**src/rtl/slip_pkg.sv**
```systemverilog
// slip_pkg: shared definitions for the SLIP escaper/unescaper pair.
//   - Default framing symbols (END, ESC and the two escaped forms).
//   - Escaper FSM state encoding.
package slip_pkg;

  localparam int unsigned SYMBOL_WIDTH_DEF = 8;

  localparam logic [7:0] SYMBOL_END_DEF     = 8'hC0;
  localparam logic [7:0] SYMBOL_ESC_DEF     = 8'hDB;
  localparam logic [7:0] SYMBOL_ESC_END_DEF = 8'hDC;
  localparam logic [7:0] SYMBOL_ESC_ESC_DEF = 8'hDD;

  typedef enum logic {
    ST_PASS,
    ST_SECOND
  } slip_state_e;

endpackage

```
**src/rtl/slip_escaper.sv**
```systemverilog
// slip_escaper: transmit-side SLIP stream escaper.
//   Converts an input beat stream (data or frame-end marker) into a single
//   symbol stream: end beats become SYMBOL_END, in-band END/ESC data become
//   two-symbol ESC sequences, everything else passes through. Output is
//   registered.
// Ports:
//   i_clk, i_rst          clock, synchronous active-high reset
//   i_data, i_end         input symbol / frame-end flag (data ignored on end)
//   i_valid, o_ready      input handshake
//   o_data, o_valid       registered output symbol / valid
//   i_ready               downstream ready
module slip_escaper
  import slip_pkg::*;
#(
  parameter int unsigned                SYMBOL_WIDTH   = SYMBOL_WIDTH_DEF,
  parameter logic [SYMBOL_WIDTH-1:0]    SYMBOL_END     = SYMBOL_END_DEF,
  parameter logic [SYMBOL_WIDTH-1:0]    SYMBOL_ESC     = SYMBOL_ESC_DEF,
  parameter logic [SYMBOL_WIDTH-1:0]    SYMBOL_ESC_END = SYMBOL_ESC_END_DEF,
  parameter logic [SYMBOL_WIDTH-1:0]    SYMBOL_ESC_ESC = SYMBOL_ESC_ESC_DEF
) (
  input  logic                    i_clk,
  input  logic                    i_rst,
  input  logic [SYMBOL_WIDTH-1:0] i_data,
  input  logic                    i_end,
  input  logic                    i_valid,
  output logic                    o_ready,
  output logic [SYMBOL_WIDTH-1:0] o_data,
  output logic                    o_valid,
  input  logic                    i_ready
);

  slip_state_e             state_q, state_d;
  logic [SYMBOL_WIDTH-1:0] pending_q, pending_d;
  logic [SYMBOL_WIDTH-1:0] o_data_q, o_data_d;
  logic                    o_valid_q, o_valid_d;

  logic load_en;
  logic accept;

  // Output register may take a new symbol when empty or being drained.
  assign load_en = !o_valid_q || i_ready;
  assign o_ready = (state_q == ST_PASS) && load_en && !i_rst;
  assign accept  = i_valid && o_ready;

  always_comb begin
    state_d   = state_q;
    pending_d = pending_q;
    o_data_d  = o_data_q;
    o_valid_d = o_valid_q;

    unique case (state_q)
      ST_PASS: begin
        if (accept) begin
          o_valid_d = 1'b1;
          if (i_end) begin
            o_data_d = SYMBOL_END;
          end else if (i_data == SYMBOL_END) begin
            o_data_d  = SYMBOL_ESC;
            pending_d = SYMBOL_ESC_END;
            state_d   = ST_SECOND;
          end else if (i_data == SYMBOL_ESC) begin
            o_data_d  = SYMBOL_ESC;
            pending_d = SYMBOL_ESC_ESC;
            state_d   = ST_SECOND;
          end else begin
            o_data_d = i_data;
          end
        end else if (i_ready) begin
          o_valid_d = 1'b0;
        end
      end
      ST_SECOND: begin
        // Without load_en the register is stalled (valid && !ready): hold.
        if (load_en) begin
          o_data_d  = pending_q;
          o_valid_d = 1'b1;
          state_d   = ST_PASS;
        end
      end
      default: state_d = ST_PASS;
    endcase
  end

  always_ff @(posedge i_clk) begin
    if (i_rst) begin
      state_q   <= ST_PASS;
      pending_q <= '0;
      o_data_q  <= '0;
      o_valid_q <= 1'b0;
    end else begin
      state_q   <= state_d;
      pending_q <= pending_d;
      o_data_q  <= o_data_d;
      o_valid_q <= o_valid_d;
    end
  end

  assign o_data  = o_data_q;
  assign o_valid = o_valid_q;

endmodule

```
**config.mk**
```make
export PLATFORM = sky130hd
export DESIGN_NAME = slip_escaper
export DESIGN_NICKNAME = d
export VERILOG_FILES = /design/src/rtl/slip_pkg.sv /design/src/rtl/slip_escaper.sv
export SDC_FILE = /design/constraint.sdc
export NUM_CORES = 1
export LEC_CHECK = 0
export CORE_MARGIN = 3
export CORE_UTILIZATION = 37
export DETAILED_ROUTE_END_ITERATION = 6
export PLACE_DENSITY = 0.74
export SYNTH_ARGS = -nofsm -noshare
export SYNTH_HDL_FRONTEND = slang
export SYNTH_SLANG_ARGS = --single-unit
```
**constraint.sdc**
```tcl
create_clock -name i_clk -period 1.3 [get_ports i_clk]
set_clock_uncertainty 0.15 [all_clocks]
set_input_delay 0.26 -clock i_clk [delete_from_list [all_inputs] [get_ports i_clk]]
set_output_delay 0.26 -clock i_clk [all_outputs]
set_load 0.01 [all_outputs]
```
After elaboration in Yosys (flattened, before gate mapping)
Cells that the tools add are included.

word-level totals
  bits in latches = 0
  memories = 0
  bits of input ports = 13
  output and inout bits = 10
  memory bits (read-only) = 0
  RAM bits = 0
  register bits after elaboration = 18
  logic and storage cells = 39

cells by class
  add/subtract/negate cells = 0
  magnitude comparators = 0
  muxes and demuxes = 18
  equality and inequality tests = 5
  bitwise operators = 2
  reduce and logical (&&, ||, !) cells = 10
  divide/modulo/power cells = 0
  $mul = 0
  shift operators = 0

operator list
  operator              number
  $mux W8               7
  $eq A8 B8 Y1 const B  2
  $pmux W8 S2           1
  $mux W1               8
  $pmux W1 S2           2
  $reduce_and A2 Y1     2
  $reduce_and A4 Y1     1
  $logic_and A1 B1 Y1   3
  $ne A3 B3 Y1 const B  1
  $logic_not A1 Y1      2
  $ne A2 B1 Y1 const B  1
  $ne A2 B2 Y1 const B  1
  $not A1 Y1            2
  $reduce_bool A2 Y1    1
  $logic_or A1 B1 Y1    1

Depth between registers and ports, before layout
Gate-level depths: netlist of the first run.

  depth in word-level cells = 7
  gate-level depth with buffers = 5
  mapped depth without buffers = 4

Least setup slack after synthesis of the first run
No wires, ideal clock.

  path kind = register -> register
  start point = reg o_valid_q (netlist: o_valid)
  end point = reg o_data_q[3] (netlist: o_data[3])
  path buffers = 0
  period minus slack after synthesis = 1.241 ns
  slack = 0.059 ns
  library setup time = 0.132 ns
  data arrival time = 0.959 ns
  data required time = 1.018 ns
  stages on the path, launching flop included = 5
  path through = dfxtp_1 nand2b_1 o211ai_2 o32ai_1 nor3_1

between the ends
  longest elaborated chain between the ends = 7
  elaborated cells between the ends (all ways) = 8
  classes of those cells = eq/ne (2); reduce/logical (6)

ends and longest elaborated chain
  item                               RTL line            RTL
  from (decl)                        slip_escaper.sv:35  logic o_valid_q, o_valid_d;
  from (signal assigned)             slip_escaper.sv:94  o_valid_q <= o_valid_d;
  $logic_not A1 Y1 *                 slip_escaper.sv:41  assign load_en = !o_valid_q || i_ready;
  $logic_or A1 B1 Y1 *               slip_escaper.sv:41
  $logic_and A1 B1 Y1 (2 in series)  slip_escaper.sv:42  assign o_ready = (state_q == ST_PASS) && load_en && !i_rst;
  $logic_and A1 B1 Y1                slip_escaper.sv:43  assign accept = i_valid && o_ready;
  $ne A2 B2 Y1 (no line)             -
  $reduce_and A2 Y1 (no line) *      -
  to (signal assigned)               slip_escaper.sv:93  o_data_q <= o_data_d;
  to (decl)                          slip_escaper.sv:34  logic [SYMBOL_WIDTH-1:0] o_data_q, o_data_d;

Every way passes the cells marked *; elsewhere a longest branch is shown, timed or not.
A chain may end at the register's enable or synchronous reset.

Worst setup path in the final report of the first run
  start point = reg o_valid_q (netlist: o_valid)
  end point = out o_ready

between the ends
  longest elaborated chain between the ends = 4

ends and longest elaborated chain
  item                               RTL line            RTL
  $logic_not A1 Y1                   slip_escaper.sv:41
  $logic_or A1 B1 Y1                 slip_escaper.sv:41
  $logic_and A1 B1 Y1 (2 in series)  slip_escaper.sv:42
  to (decl)                          slip_escaper.sv:26  output logic o_ready,

Every way passes these cells.

==> flow_metrics.env, run 1 <==
export IMPL_path_delay_family="flip-flops"
export IMPL_grtUsageTotal=0.218
export IMPL_powerDensity_nw_per_um2=749
export IMPL_power_mw=0.879
export IMPL_status="complete, but fails checks"
export IMPL_cap_violations=0
export IMPL_cts_sinks=12
export IMPL_ioPinCount=23
export IMPL_final_cell_mix="22 x buf_4, 10 x dfxtp_1, 8 x dlygate4sd2_1"
export IMPL_synth_warnings=0
export IMPL_clkSlewWorstSetupHoldPaths_ps=80
export IMPL_rsz0062_at_grt="yes"
export IMPL_num_vias=721
export IMPL_synth_edf_count=0
export IMPL_top_usage_layer="met2"
export IMPL_fmax_ghz=0.700
export IMPL_min_path_type="in -> reg"
export IMPL_path_buf_inv=1
export IMPL_p_leak_nw=0.482
export IMPL_worst_pin_slew_ps=234
export IMPL_start_util=0.422
export IMPL_slowest_stage="dfxtp_2"
export IMPL_nets=132
export IMPL_post_layout_nonfiller_instances=132
export IMPL_fin_ws_ps=-128
export IMPL_worstHoldStart="i_rst"
export IMPL_ys_seq_area_frac=0.407
export IMPL_grt_util_met3=0.0909
export IMPL_dpl_hpwl_um=1280
export IMPL_met1_usage=0.233
export IMPL_hold_buffers=0
export IMPL_grt_max_degree=11
export IMPL_async_reset_ff_frac=0
export IMPL_worst_path_max_fanout=2
export IMPL_place_congestion=0.829
export IMPL_drc=0
export IMPL_avgRoutedWirePerCell_um=16.7
export IMPL_path_class="reg -> out"
export IMPL_period_needed_ps=1430
export IMPL_max_slew_margin=0.844
export IMPL_setup_viol=8
export IMPL_synth_cell_types=30
export IMPL_core_um2=1400
export IMPL_startpoint="o_valid$_SDFFE_PP0P_"
export IMPL_antenna_found_initial=0
export IMPL_fin_setup_tns_ps=-413
export IMPL_synth_area_per_cell_um2=8.68
export IMPL_dieWidth_um=46.0
export IMPL_overflow=0
export IMPL_drt_iter0_markers=9
export IMPL_ant_nets=0
export IMPL_drv_slew=0
export IMPL_end_kind="output port"
export IMPL_cp_data_required_time_ps=890
export IMPL_routed_wl_um=2200
export IMPL_layout_drive_gt1_share=0.615
export IMPL_dieHeight_um=46.0
export IMPL_dieArea_um2=2110
export IMPL_drt_first_pass_iters=4
export IMPL_insertion_delay_ps=280
export IMPL_grt_pass1_vias=744
export IMPL_synthCells=68
export IMPL_hold_viol=0
export IMPL_fillers=82
export IMPL_cp_arrival_ps=1020
export IMPL_worst_r2r_startpoint="o_valid$_SDFFE_PP0P_"
export IMPL_crit_chain="nor2b_4, nor3_2, buf_2"
export IMPL_cp_start_kind="register"
export IMPL_grt_pass1_wl_um=3240
export IMPL_clock_path_buffers=2
export IMPL_placed_cells_incl_taps=121
export IMPL_syn_area_um2=591
export IMPL_worst_ir_drop_vdd_mv=0.663
export IMPL_cts_tree="done"
export IMPL_synthFlopType="dfxtp_1"
export IMPL_period_share=1.10
export IMPL_numCtsBuffers=3
export IMPL_htree_levels=1
export IMPL_vias_per_cell=5.46
export IMPL_ys_seq_elements=12
export IMPL_rows=13
export IMPL_layout_commonest_cell="buf_4"
export IMPL_synth_nets=81
export IMPL_clock_root_buffer="clkbuf_4"
export IMPL_slowest_delay_ps=330
export IMPL_final_core_util=0.839
export IMPL_antenna_cells=0
export IMPL_area_growth_pct=98.7
export IMPL_violations="negative setup slack"
export IMPL_io_buffers=22
export IMPL_met2_usage=0.357
path summary, 6_finish.rpt:
check                           cells past startpoint                endpoint  slack [ps]
worst max-delay path                                3                 o_ready        -130
worst min-delay path                                4  o_data[2]$_SDFFE_PP0P_         260
worst max register to register                      6  o_data[4]$_SDFFE_PP0P_         -70
worst min register to register                      2  o_data[6]$_SDFFE_PP0P_         310
cells in the mapped netlist (2+ instances only):
cell      instances  area [um^2]
nand2b_1          4         25.0
nand3_1           2         10.0
o21ai_1           2         10.0
nand2_1           8         30.0
o21ai_2           2         17.5
a21oi_1           4         20.0
o32ai_1           2         17.5
nor3_1            4         20.0
nor2_1            7         26.3
dfxtp_1          12          240
o311ai_1          2         17.5
cell families (layout without fill, tap and decap cells):
family,Yosys count,count (layout),synth area share
AND/OR/NAND/NOR,32,32,0.290
buffers and inverters,4,53,0.0318
flip-flops,12,12,0.407
multiplexers,1,1,0.0169
AO/OA/AOI/OAI,19,19,0.254
flip-flops by register name, summed over array words and instances, names as in the netlist:
name / count
pending_q: 2
o_valid: 1
o_data: 8
state_q: 1
cell type report:
| type | instances | area [um^2] | area share |
|---|---|---|---|
| clock buffers | 3 | 22.5 | 0.0192 |
| inverters | 2 | 10.0 | 0.00853 |
| multi-input cells | 52 | 484 | 0.413 |
| flip-flops and latches | 12 | 243 | 0.207 |
| well taps | 15 | 18.8 | 0.0160 |
| repair buffers | 48 | 395 | 0.337 |
power breakdown:
part	internal, mW	switching [mW]	leakage [nW]	total (mW)
clock	0.107	0.132	0.0138	0.239
combinational	0.130	0.113	0.369	0.243
sequential	0.385	0.0113	0.0991	0.397
total	0.623	0.257	0.482	0.879
repair_timing:
item                       CTS  global route
pin swaps                   10            19
buffers inserted             1             7
setup endpoints to repair   21            21
gates resized for setup     47            42
metrics by stage:
step,hold WS (ps),worst slack [ps],cell area (um^2)
after CTS,262,-191,1020
final,262,-128,1170
after global placement,289,-566,953
after detailed placement,300,-583,953
after floorplan,178,58.9,591
after global routing,270,-157,1170
worst register-to-register path: stages (launching register included):
cell	delay, ps
dfxtp_2	330
buf_4	130
buf_6	110
nand2b_4	90
o211ai_4	100
o32ai_2	260
nor3_1	70
metal layers:
metal  wire, um  part of all wire
met5          0                 0
met4         59             0.027
met3        156             0.071
met2       1090              0.50
met1        892              0.41
(Power assumes the default switching activity.)
==> run 2, diff against run 1 <==
--- a/config.mk
+++ b/config.mk
@@ -5,6 +5,7 @@
 export SDC_FILE = /design/constraint.sdc
 export NUM_CORES = 1
 export LEC_CHECK = 0
+export CAP_MARGIN = 10
 export CORE_MARGIN = 3
 export CORE_UTILIZATION = 37
 export DETAILED_ROUTE_END_ITERATION = 6
@@ -12,3 +13,4 @@
 export SYNTH_ARGS = -nofsm -noshare
 export SYNTH_HDL_FRONTEND = slang
 export SYNTH_SLANG_ARGS = --single-unit
+export TNS_END_PERCENT = 30
==> run 2 against run 1 <==
Compared with the run above: the flow still finishes with violations (negative setup slack); total power is 5.1% lower; sequential power hardly changed; combinational power is 12% lower; utilization is 7.4 points lower; sequential cell count stayed put; via count is 3.3% lower; cell area is 8.8% lower; first-iteration DRC count is 78% higher; wire length is 12% lower; largest power group unchanged; highest routed layer unchanged.
==> flow_metrics.env, run 2 (synthesized netlist as in run 1, its figures left out) <==
export IMPL_status="complete, but fails checks"
export IMPL_violations="negative setup slack"
export IMPL_powerDensity_nw_per_um2=780
export IMPL_drv_slew=0
export IMPL_rows=13
export IMPL_layout_drive_gt1_share=0.482
export IMPL_startpoint="o_valid$_SDFFE_PP0P_"
export IMPL_rr_worst_depth=5
export IMPL_fmax_ghz=0.711
export IMPL_clock_root_buffer="clkbuf_4"
export IMPL_end_kind="output port"
export IMPL_clkSlewWorstSetupHoldPaths_ps=70
export IMPL_setup_viol=8
export IMPL_grt_max_degree=11
export IMPL_period_needed_ps=1410
export IMPL_cp_endpoint="o_ready"
export IMPL_ioPinCount=23
export IMPL_met1_usage=0.240
export IMPL_avgRoutedWirePerCell_um=15.2
export IMPL_insertion_delay_ps=270
export IMPL_max_slew_margin=0.821
export IMPL_fin_ws_ps=-106
export IMPL_ff_latch_area_um2=241
export IMPL_cts_sinks=12
export IMPL_worst_ir_drop_vdd_mv=0.615
export IMPL_place_congestion=0.829
export IMPL_core_um2=1400
export IMPL_dieWidth_um=46.0
export IMPL_post_place_ws_ps=-583
export IMPL_clock_path_buffers=2
export IMPL_nets=127
export IMPL_fillers=100
export IMPL_cp_start_kind="register"
export IMPL_antenna_cells=0
export IMPL_vias_per_cell=5.49
export IMPL_dieHeight_um=46.0
export IMPL_numCtsBuffers=3
export IMPL_worst_pin_slew_ps=264
export IMPL_period_share=1.08
export IMPL_antenna_found_initial=0
export IMPL_grt_util_met3=0.0830
export IMPL_grtUsageTotal=0.219
export IMPL_grt_pass1_wl_um=3240
export IMPL_drt_iter0_markers=16
export IMPL_start_util=0.422
export IMPL_area_growth_pct=81.1
export IMPL_drt_first_pass_iters=4
export IMPL_min_path_type="in -> reg"
export IMPL_rsz0062_at_grt="yes"
export IMPL_hold_buffers=0
export IMPL_num_vias=697
export IMPL_dpl_hpwl_um=1280
export IMPL_power_mw=0.835
export IMPL_top_usage_layer="met2"
export IMPL_layout_commonest_cell="buf_4"
export IMPL_hold_viol=0
export IMPL_path_class="reg -> out"
export IMPL_largest_reg_flops=8
export IMPL_cts_tree="done"
export IMPL_met2_usage=0.363
export IMPL_cap_violations=0
export IMPL_multi_input_area_um2=429
export IMPL_r2r_end="o_data[6]$_SDFFE_PP0P_"
export IMPL_final_cell_mix="20 x buf_4, 11 x dfxtp_1, 9 x dlygate4sd2_1"
export IMPL_worst_r2r_startpoint="state_q$_SDFF_PP0_"
export IMPL_cp_arrival_ps=1000
export IMPL_routed_wl_um=1930
export IMPL_p_leak_nw=0.453
export IMPL_overflow=0
export IMPL_reg2reg_setup_slack_ps=-20
export IMPL_worst_path_max_fanout=2
export IMPL_grt_pass1_vias=741
export IMPL_ant_nets=0
export IMPL_htree_levels=1
export IMPL_cp_data_required_time_ps=890
export IMPL_dieArea_um2=2110
export IMPL_drc=0
export IMPL_io_buffers=22
run 2: cell types whose count changed in the layout (fill, tap and decap cells not counted), sizes merged:
cell	previous run	this run
buf	29	23
clkdlybuf4s50	1	0
dlygate4sd2	8	9
dlymetal6s2s	0	1
run 2: critical path, cell delays in order (launching register included):
cell and delay [ps]:
dfxtp_2 320, nor2b_4 120, nor3_2 120, buf_2 160
run 2: routing by layer:
| layer | part of all wire | vias to the layer above |
|---|---|---|
| li1 | - | 341 |
| met1 | 0.40 | 323 |
| met2 | 0.50 | 25 |
| met3 | 0.081 | 8 |
| met4 | 0.020 | 0 |
| met5 | 0 | - |
run 2: power breakdown:
group          internal [mW]  total [mW]  leakage (nW)  switching (mW)
logic                  0.115       0.215         0.341           0.100
clock network          0.107       0.225        0.0138           0.118
registers              0.386       0.395        0.0986         0.00899
total                  0.608       0.835         0.453           0.227
run 2: repair_timing:
| item | in CTS | in global routing |
|---|---|---|
| gates resized for setup | 44 | 24 |
| setup buffers | 1 | 2 |
| pin swaps | 8 | 6 |
| endpoints found under the setup margin | 21 | 21 |
run 2: metrics by stage:
| stage | instance area, um^2 | setup TNS, ps | instances | utilization | hold slack (ps) |
|---|---|---|---|---|---|
| 2_1_floorplan | 591 | 0 | 68 | - | 178 |
| 3_5_place_dp | 953 | -6060 | 121 | 0.682 | 300 |
| 4_1_cts | 1010 | -266 | 125 | 0.723 | 262 |
| 3_3_place_gp | 953 | -5820 | 121 | 0.682 | 289 |
| 5_1_grt | 1070 | -744 | 127 | 0.765 | 279 |
| 6_report | 1070 | -189 | 127 | 0.765 | 267 |
run 2: layout make-up:
cell class	count	share of cell area
inverters	2	0.00702
well taps	15	0.0175
flip-flops and latches	12	0.226
clock buffers	3	0.0211
repair buffers	43	0.327
multi-input cells	52	0.401
run 2: how the worst min path moves through the flow:
stage	from	to	slack, ps	cells after the start
floorplan	i_rst	o_data[0]$_SDFFE_PP0P_	180	1
global placement	o_data[7]$_SDFFE_PP0P_	o_data[7]$_SDFFE_PP0P_	290	2
detailed placement	o_data[6]$_SDFFE_PP0P_	o_data[6]$_SDFFE_PP0P_	300	2
CTS	i_data[5]	o_data[5]$_SDFFE_PP0P_	260	3
global route	i_data[2]	o_data[2]$_SDFFE_PP0P_	280	3
finish	i_data[2]	o_data[2]$_SDFFE_PP0P_	270	3
